### src/rtl/keypad_pkg.sv
// keypad_pkg: shared matrix dimensions, key/event types and a priority helper
package keypad_pkg;
    localparam int NUM_ROWS = 4;
    localparam int NUM_COLS = 4;
    localparam int NUM_KEYS = NUM_ROWS * NUM_COLS;

    typedef logic [3:0] key_idx_t;

    typedef struct packed {
        logic     valid;
        key_idx_t key;
        logic     press;
    } key_event_t;

    function automatic key_idx_t lowest_set(input logic [NUM_KEYS-1:0] v);
        key_idx_t idx;
        idx = '0;
        for (int i = NUM_KEYS - 1; i >= 0; i--) begin
            if (v[i]) idx = key_idx_t'(i);
        end
        return idx;
    endfunction
endpackage

### src/rtl/sync_2ff.sv
// sync_2ff: two-flop synchronizer whose flops reset to all-ones (idle for active-low lines)
module sync_2ff #(
    parameter int WIDTH = 1
) (
    input  logic             clk,
    input  logic             rst_n,
    input  logic [WIDTH-1:0] d_i,
    output logic [WIDTH-1:0] q_o
);
    logic [WIDTH-1:0] meta_q, sync_q;

    always_ff @(posedge clk or negedge rst_n) begin
        if (!rst_n) begin
            meta_q <= '1;
            sync_q <= '1;
        end else begin
            meta_q <= d_i;
            sync_q <= meta_q;
        end
    end

    assign q_o = sync_q;
endmodule

### src/rtl/keypad_scanner.sv
// keypad_scanner: scans a 4x4 button matrix, debounces each key and emits
// single-cycle press/release events in ascending key order.
module keypad_scanner
    import keypad_pkg::*;
#(
    parameter int ROW_CYCLES     = 3000,
    parameter int DEBOUNCE_SCANS = 4
) (
    input  logic                clk,
    input  logic                rst_n,
    input  logic [NUM_COLS-1:0] col_n_i,
    output logic [NUM_ROWS-1:0] row_n_o,
    output logic [NUM_KEYS-1:0] key_state_o,
    output logic                event_valid_o,
    output logic [3:0]          event_key_o,
    output logic                event_press_o
);
    localparam int              DW         = $clog2(ROW_CYCLES);
    localparam logic [DW-1:0]   DWELL_LAST = DW'(ROW_CYCLES - 1);
    localparam logic [3:0]      DB_TARGET  = 4'(DEBOUNCE_SCANS);

    logic [NUM_COLS-1:0] col_sync, col_act;
    logic [1:0]          row_q, row_d;
    logic [DW-1:0]       dwell_q, dwell_d;
    logic [NUM_KEYS-1:0] state_q, state_d, pend_q, pend_d;
    logic [3:0]          cnt_q [NUM_KEYS];
    logic [3:0]          cnt_d [NUM_KEYS];
    logic                sample;
    key_event_t          ev;

    sync_2ff #(.WIDTH(NUM_COLS)) u_col_sync (
        .clk  (clk),
        .rst_n(rst_n),
        .d_i  (col_n_i),
        .q_o  (col_sync)
    );

    assign col_act = ~col_sync;
    assign sample  = dwell_q == DWELL_LAST;

    always_comb begin
        row_d   = sample ? row_q + 2'd1 : row_q;
        dwell_d = sample ? '0 : dwell_q + DW'(1);
    end

    // Events come straight from the pending register so a flip is reported the cycle after its sample.
    always_comb begin
        ev.valid = |pend_q;
        ev.key   = lowest_set(pend_q);
        ev.press = state_q[ev.key];
    end

    always_comb begin
        state_d = state_q;
        cnt_d   = cnt_q;
        pend_d  = pend_q;
        if (ev.valid) pend_d[ev.key] = 1'b0;
        for (int r = 0; r < NUM_ROWS; r++) begin
            for (int c = 0; c < NUM_COLS; c++) begin
                if (sample && row_q == 2'(r)) begin
                    if (col_act[c] == state_q[r*NUM_COLS+c]) begin
                        cnt_d[r*NUM_COLS+c] = '0;
                    end else if (cnt_q[r*NUM_COLS+c] + 4'd1 == DB_TARGET) begin
                        cnt_d[r*NUM_COLS+c]   = '0;
                        state_d[r*NUM_COLS+c] = ~state_q[r*NUM_COLS+c];
                        pend_d[r*NUM_COLS+c]  = 1'b1;
                    end else begin
                        cnt_d[r*NUM_COLS+c] = cnt_q[r*NUM_COLS+c] + 4'd1;
                    end
                end
            end
        end
    end

    always_ff @(posedge clk or negedge rst_n) begin
        if (!rst_n) begin
            row_q   <= '0;
            dwell_q <= '0;
            state_q <= '0;
            pend_q  <= '0;
            cnt_q   <= '{default: '0};
        end else begin
            row_q   <= row_d;
            dwell_q <= dwell_d;
            state_q <= state_d;
            pend_q  <= pend_d;
            cnt_q   <= cnt_d;
        end
    end

    assign row_n_o       = ~(4'b0001 << row_q);
    assign key_state_o   = state_q;
    assign event_valid_o = ev.valid;
    assign event_key_o   = ev.key;
    assign event_press_o = ev.press;
endmodule

### config.mk
export PLATFORM = sky130hd
export DESIGN_NAME = keypad_scanner
export DESIGN_NICKNAME = d
export VERILOG_FILES = /design/src/rtl/keypad_pkg.sv /design/src/rtl/sync_2ff.sv /design/src/rtl/keypad_scanner.sv
export SDC_FILE = /design/constraint.sdc
export NUM_CORES = 1
export LEC_CHECK = 0
export CORE_MARGIN = 2
export CORE_UTILIZATION = 50
export DETAILED_ROUTE_END_ITERATION = 10
export DONT_BUFFER_PORTS = 1
export GPL_ROUTABILITY_DRIVEN = 1
export PLACE_DENSITY = 0.62
export REMOVE_ABC_BUFFERS = 1
export SETUP_SLACK_MARGIN = 0.2
export SLEW_MARGIN = 10
export SYNTH_ARGS = -nofsm -noshare
export SYNTH_HDL_FRONTEND = slang
export SYNTH_SLANG_ARGS = --single-unit
### constraint.sdc
create_clock -name clk -period 4.4 [get_ports clk]
set_input_delay 1.32 -clock clk [delete_from_list [all_inputs] [get_ports clk]]
set_output_delay 1.32 -clock clk [all_outputs]
set_load 0.005 [all_outputs]
==> impl_metrics.py <==
metrics = {
    "run_status": {
        "status": "finished, final reports clean",
    },
    "timing": {
        "worst_pin_slew_ns": 0.917,
        "fmax_mhz": 248,
        "fin_skew_ns": 0.0110,
        "setup_violations": 0,
        "rsz0062_at_grt": "no",
        "hold_violations": 0,
        "tns_ns": 0,
        "finalWorstSetupSlack_ns": 0.371,
        "period_share_pct": 91.6,
        "max-slew-margin-rel_pct": 38.7,
        "slew_violations": 0,
        "min_period_ns": 4.03,
        "holdWs_ns": 0.354,
    },
    "global_route": {
        "grt_start_max_net_pins": 119,
        "grt_pass1_vias": 4687,
        "grt_util_all_layers_pct": 22.5,
        "antenna_found_initial": 0,
        "grt_first_pass_wirelength_um": 23100,
        "overflow": 0,
    },
    "floorplanning": {
        "core_area_mm2": 0.0121,
        "start_util_pct": 51.5,
        "die_y_um": 116,
        "io_pins": 32,
        "fp.dieW_um": 116,
        "die-area_mm2": 0.0134,
        "rows": 40,
    },
    "critical_path": {
        "r2r-end": "cnt_q[38]$_DFFE_PN0P_",
        "arrival_ns": 2.71,
        "endpoint": "event_press_o",
        "critPathLaunchType": "register",
        "cp_max_fo": 6,
        "r2r_slack_ns": 1.82,
        "end_kind": "output port",
        "criticalPathCategory": "register to output port",
        "ff2ff_path_depth": 8,
        "crit_required_ns": 3.08,
        "r2r-start": "dwell_q[0]$_DFF_PN0_",
        "crit_start": "pend_q[3]$_DFF_PN0_",
    },
    "routing": {
        "routed_via_density": 5.50,
        "wl_met1_um": 6360,
        "wl_per_cell_um": 16.0,
        "drt.antenna.violating_nets": 0,
        "wl_met3_um": 724,
        "via_count": 4629,
        "routed_wirelength_um": 13500,
        "dr.pass1.iters": 4,
        "highest_layer": "met4",
        "drt_iter0_drc": 251,
        "drc": 0,
        "wl_met2_um": 6120,
    },
    "cts": {
        "clk_latency_ns": 0.42,
        "cts_setup_buffers": 0,
        "hold_buffers": 0,
        "cts_tree": "done",
        "clock-sinks": 118,
        "path_clk_slew_ns": 0.05,
        "clockBufferDepth": 2,
        "ctsHtreeMaxLevel": 4,
        "cts_buffers": 17,
        "cts-root-buf": "clkbuf_16",
    },
    "power": {
        "cellPowerDensity_mw_per_mm2": 347,
        "leakagePower_nw": 3.20,
        "ir_worst_vdd_v": 0.000266,
    },
    "logic_synthesis": {
        "synth_flop_cell": "dfrtp_1",
        "synth_cells": 652,
        "synth_warnings": 0,
        "synth_edf_count": 0,
        "synth_cell_type_count": 57,
        "synth_seq_area_share_pct": 47.5,
        "async_flop_share_pct": 100,
        "synthTopCellsByArea": "dfrtp_1 44%, ha_1 6.8%, nand2_1 6.6%",
        "synthTopCellsByCount": "110 x dfrtp_1, 109 x nand2_1, 63 x o21ai_0",
        "synth_area_mm2": 0.00624,
        "yosys.area.top_type": "dfrtp_1",
        "syn_area_per_cell_um2": 9.57,
        "synth.most_common_cell": "dfrtp_1",
        "yosysTopAreaCellShare_pct": 44.1,
        "ys_ff_latch": 118,
    },
    "placed_design": {
        "io_buffers": 0,
        "dp.cells": 809,
        "gp_congestion": 0.886,
        "place_ws_ns": 0.775,
        "post_dp_cell_area_mm2": 0.00643,
        "place_hpwl_um": 9510,
    },
    "finish": {
        "area_delta_synth_final_pct": 12.0,
        "regArea_mm2": 0.00296,
        "nNetsFinal": 700,
        "layout-drive-gt1-share_pct": 9.21,
        "stdcell_count": 841,
        "antenna_cells": 0,
        "final_area_mm2": 0.00699,
        "multiInputGateArea_mm2": 0.00313,
        "nFillCells": 1078,
    },
    "min_path": {
        "hold_class": "register to register",
    },
    "flow_run": {
        "drv_cap": 0,
    },
}
cell families (layout without fill, tap and decap cells):
family / count (synthesis) / in the layout / share of synthesized area (%)
compound gates: 136 / 136 / 14.3
xor+xnor: 53 / 53 / 7.44
fa+ha+maj: 34 / 34 / 6.82
buf+inv: 40 / 61 / 2.51
flops: 118 / 118 / 47.5
mux: 4 / 4 / 0.681
simple gates: 267 / 267 / 20.8
critical path, stage by stage (launching register included):
cell,delay (ns)
dfrtp_1,0.43
nor4_1,0.73
a21boi_1,0.52
inv_1,0.11
a211oi_1,0.23
a31oi_1,0.09
o211ai_2,0.18
through the flow:
| stage | util, % | power, W |
|---|---|---|
| after detailed placement | 53.1 | 0.00113 |
| after CTS | 57.7 | 0.00246 |
| after global routing | 57.7 | 0.00252 |
| after global placement | 53.1 | 0.00113 |
| after floorplan | - | 0.00113 |
| final | 57.7 | 0.00243 |
what timing repair did:
action	in CTS	in global routing
gates resized for setup	0	1
endpoints found under the setup margin	0	1
endpoints found under the hold margin	0	0
power by group:
group | leakage (nW) | total [W] | internal, W | switching (W)
Clock | 0.277 | 0.00131 | 0.000840 | 0.000473
Combinational | 1.32 | 0.0000131 | 0.00000602 | 0.00000708
Sequential | 1.61 | 0.00110 | 0.00109 | 0.00000713
Total | 3.20 | 0.00243 | 0.00194 | 0.000487
sequential cells by signal, indices dropped and copies added, names as in the netlist:
name,cells
row_q,2
cnt_q,64
dwell_q,12
u_col_sync.meta_q,4
key_state_o,16
pend_q,16
u_col_sync.q_o,4
worst min-delay path by stage:
stage	startpoint	end	slack (ns)	depth (start not counted)
after CTS	u_col_sync.meta_q[0]$_DFF_PN1_	u_col_sync.q_o[0]$_DFF_PN1_	0.35	0
after global routing	u_col_sync.meta_q[1]$_DFF_PN1_	u_col_sync.q_o[1]$_DFF_PN1_	0.36	0
after global placement	u_col_sync.meta_q[1]$_DFF_PN1_	u_col_sync.q_o[1]$_DFF_PN1_	0.35	0
after detailed placement	u_col_sync.meta_q[0]$_DFF_PN1_	u_col_sync.q_o[0]$_DFF_PN1_	0.35	0
final	u_col_sync.meta_q[0]$_DFF_PN1_	u_col_sync.q_o[0]$_DFF_PN1_	0.35	0
after floorplan	u_col_sync.meta_q[0]$_DFF_PN1_	u_col_sync.q_o[0]$_DFF_PN1_	0.35	0
metal layers:
metal	up-vias	global-route usage, %
li1	2301	-
met1	2226	30.2
met2	81	33.6
met3	21	6.64
met4	0	10.6
met5	-	0
placed cells by master (no fill, tap or decap), types with 19 or more instances in the layout:
| master | netlist | routed |
|---|---|---|
| xor2_1 | 25 | 25 |
| inv_1 | 22 | 22 |
| dfrtp_1 | 110 | 110 |
| nand3_1 | 37 | 37 |
| nor2_1 | 34 | 34 |
| o31ai_1 | 19 | 19 |
| ha_1 | 34 | 34 |
| o21ai_0 | 63 | 63 |
| nand2_1 | 109 | 109 |
| xnor2_1 | 28 | 28 |
area by class of cell:
type / instances / area share [%]
Multi-Input combinational cell: 494 / 44.7
Sequential cell: 118 / 42.4
Clock buffer: 22 / 6.49
Tap cell: 168 / 3.01
Clock inverter: 10 / 1.52
Inverter: 23 / 1.23
Timing Repair Buffer: 6 / 0.644
Note: power is estimated with default switching activity, not from simulation.
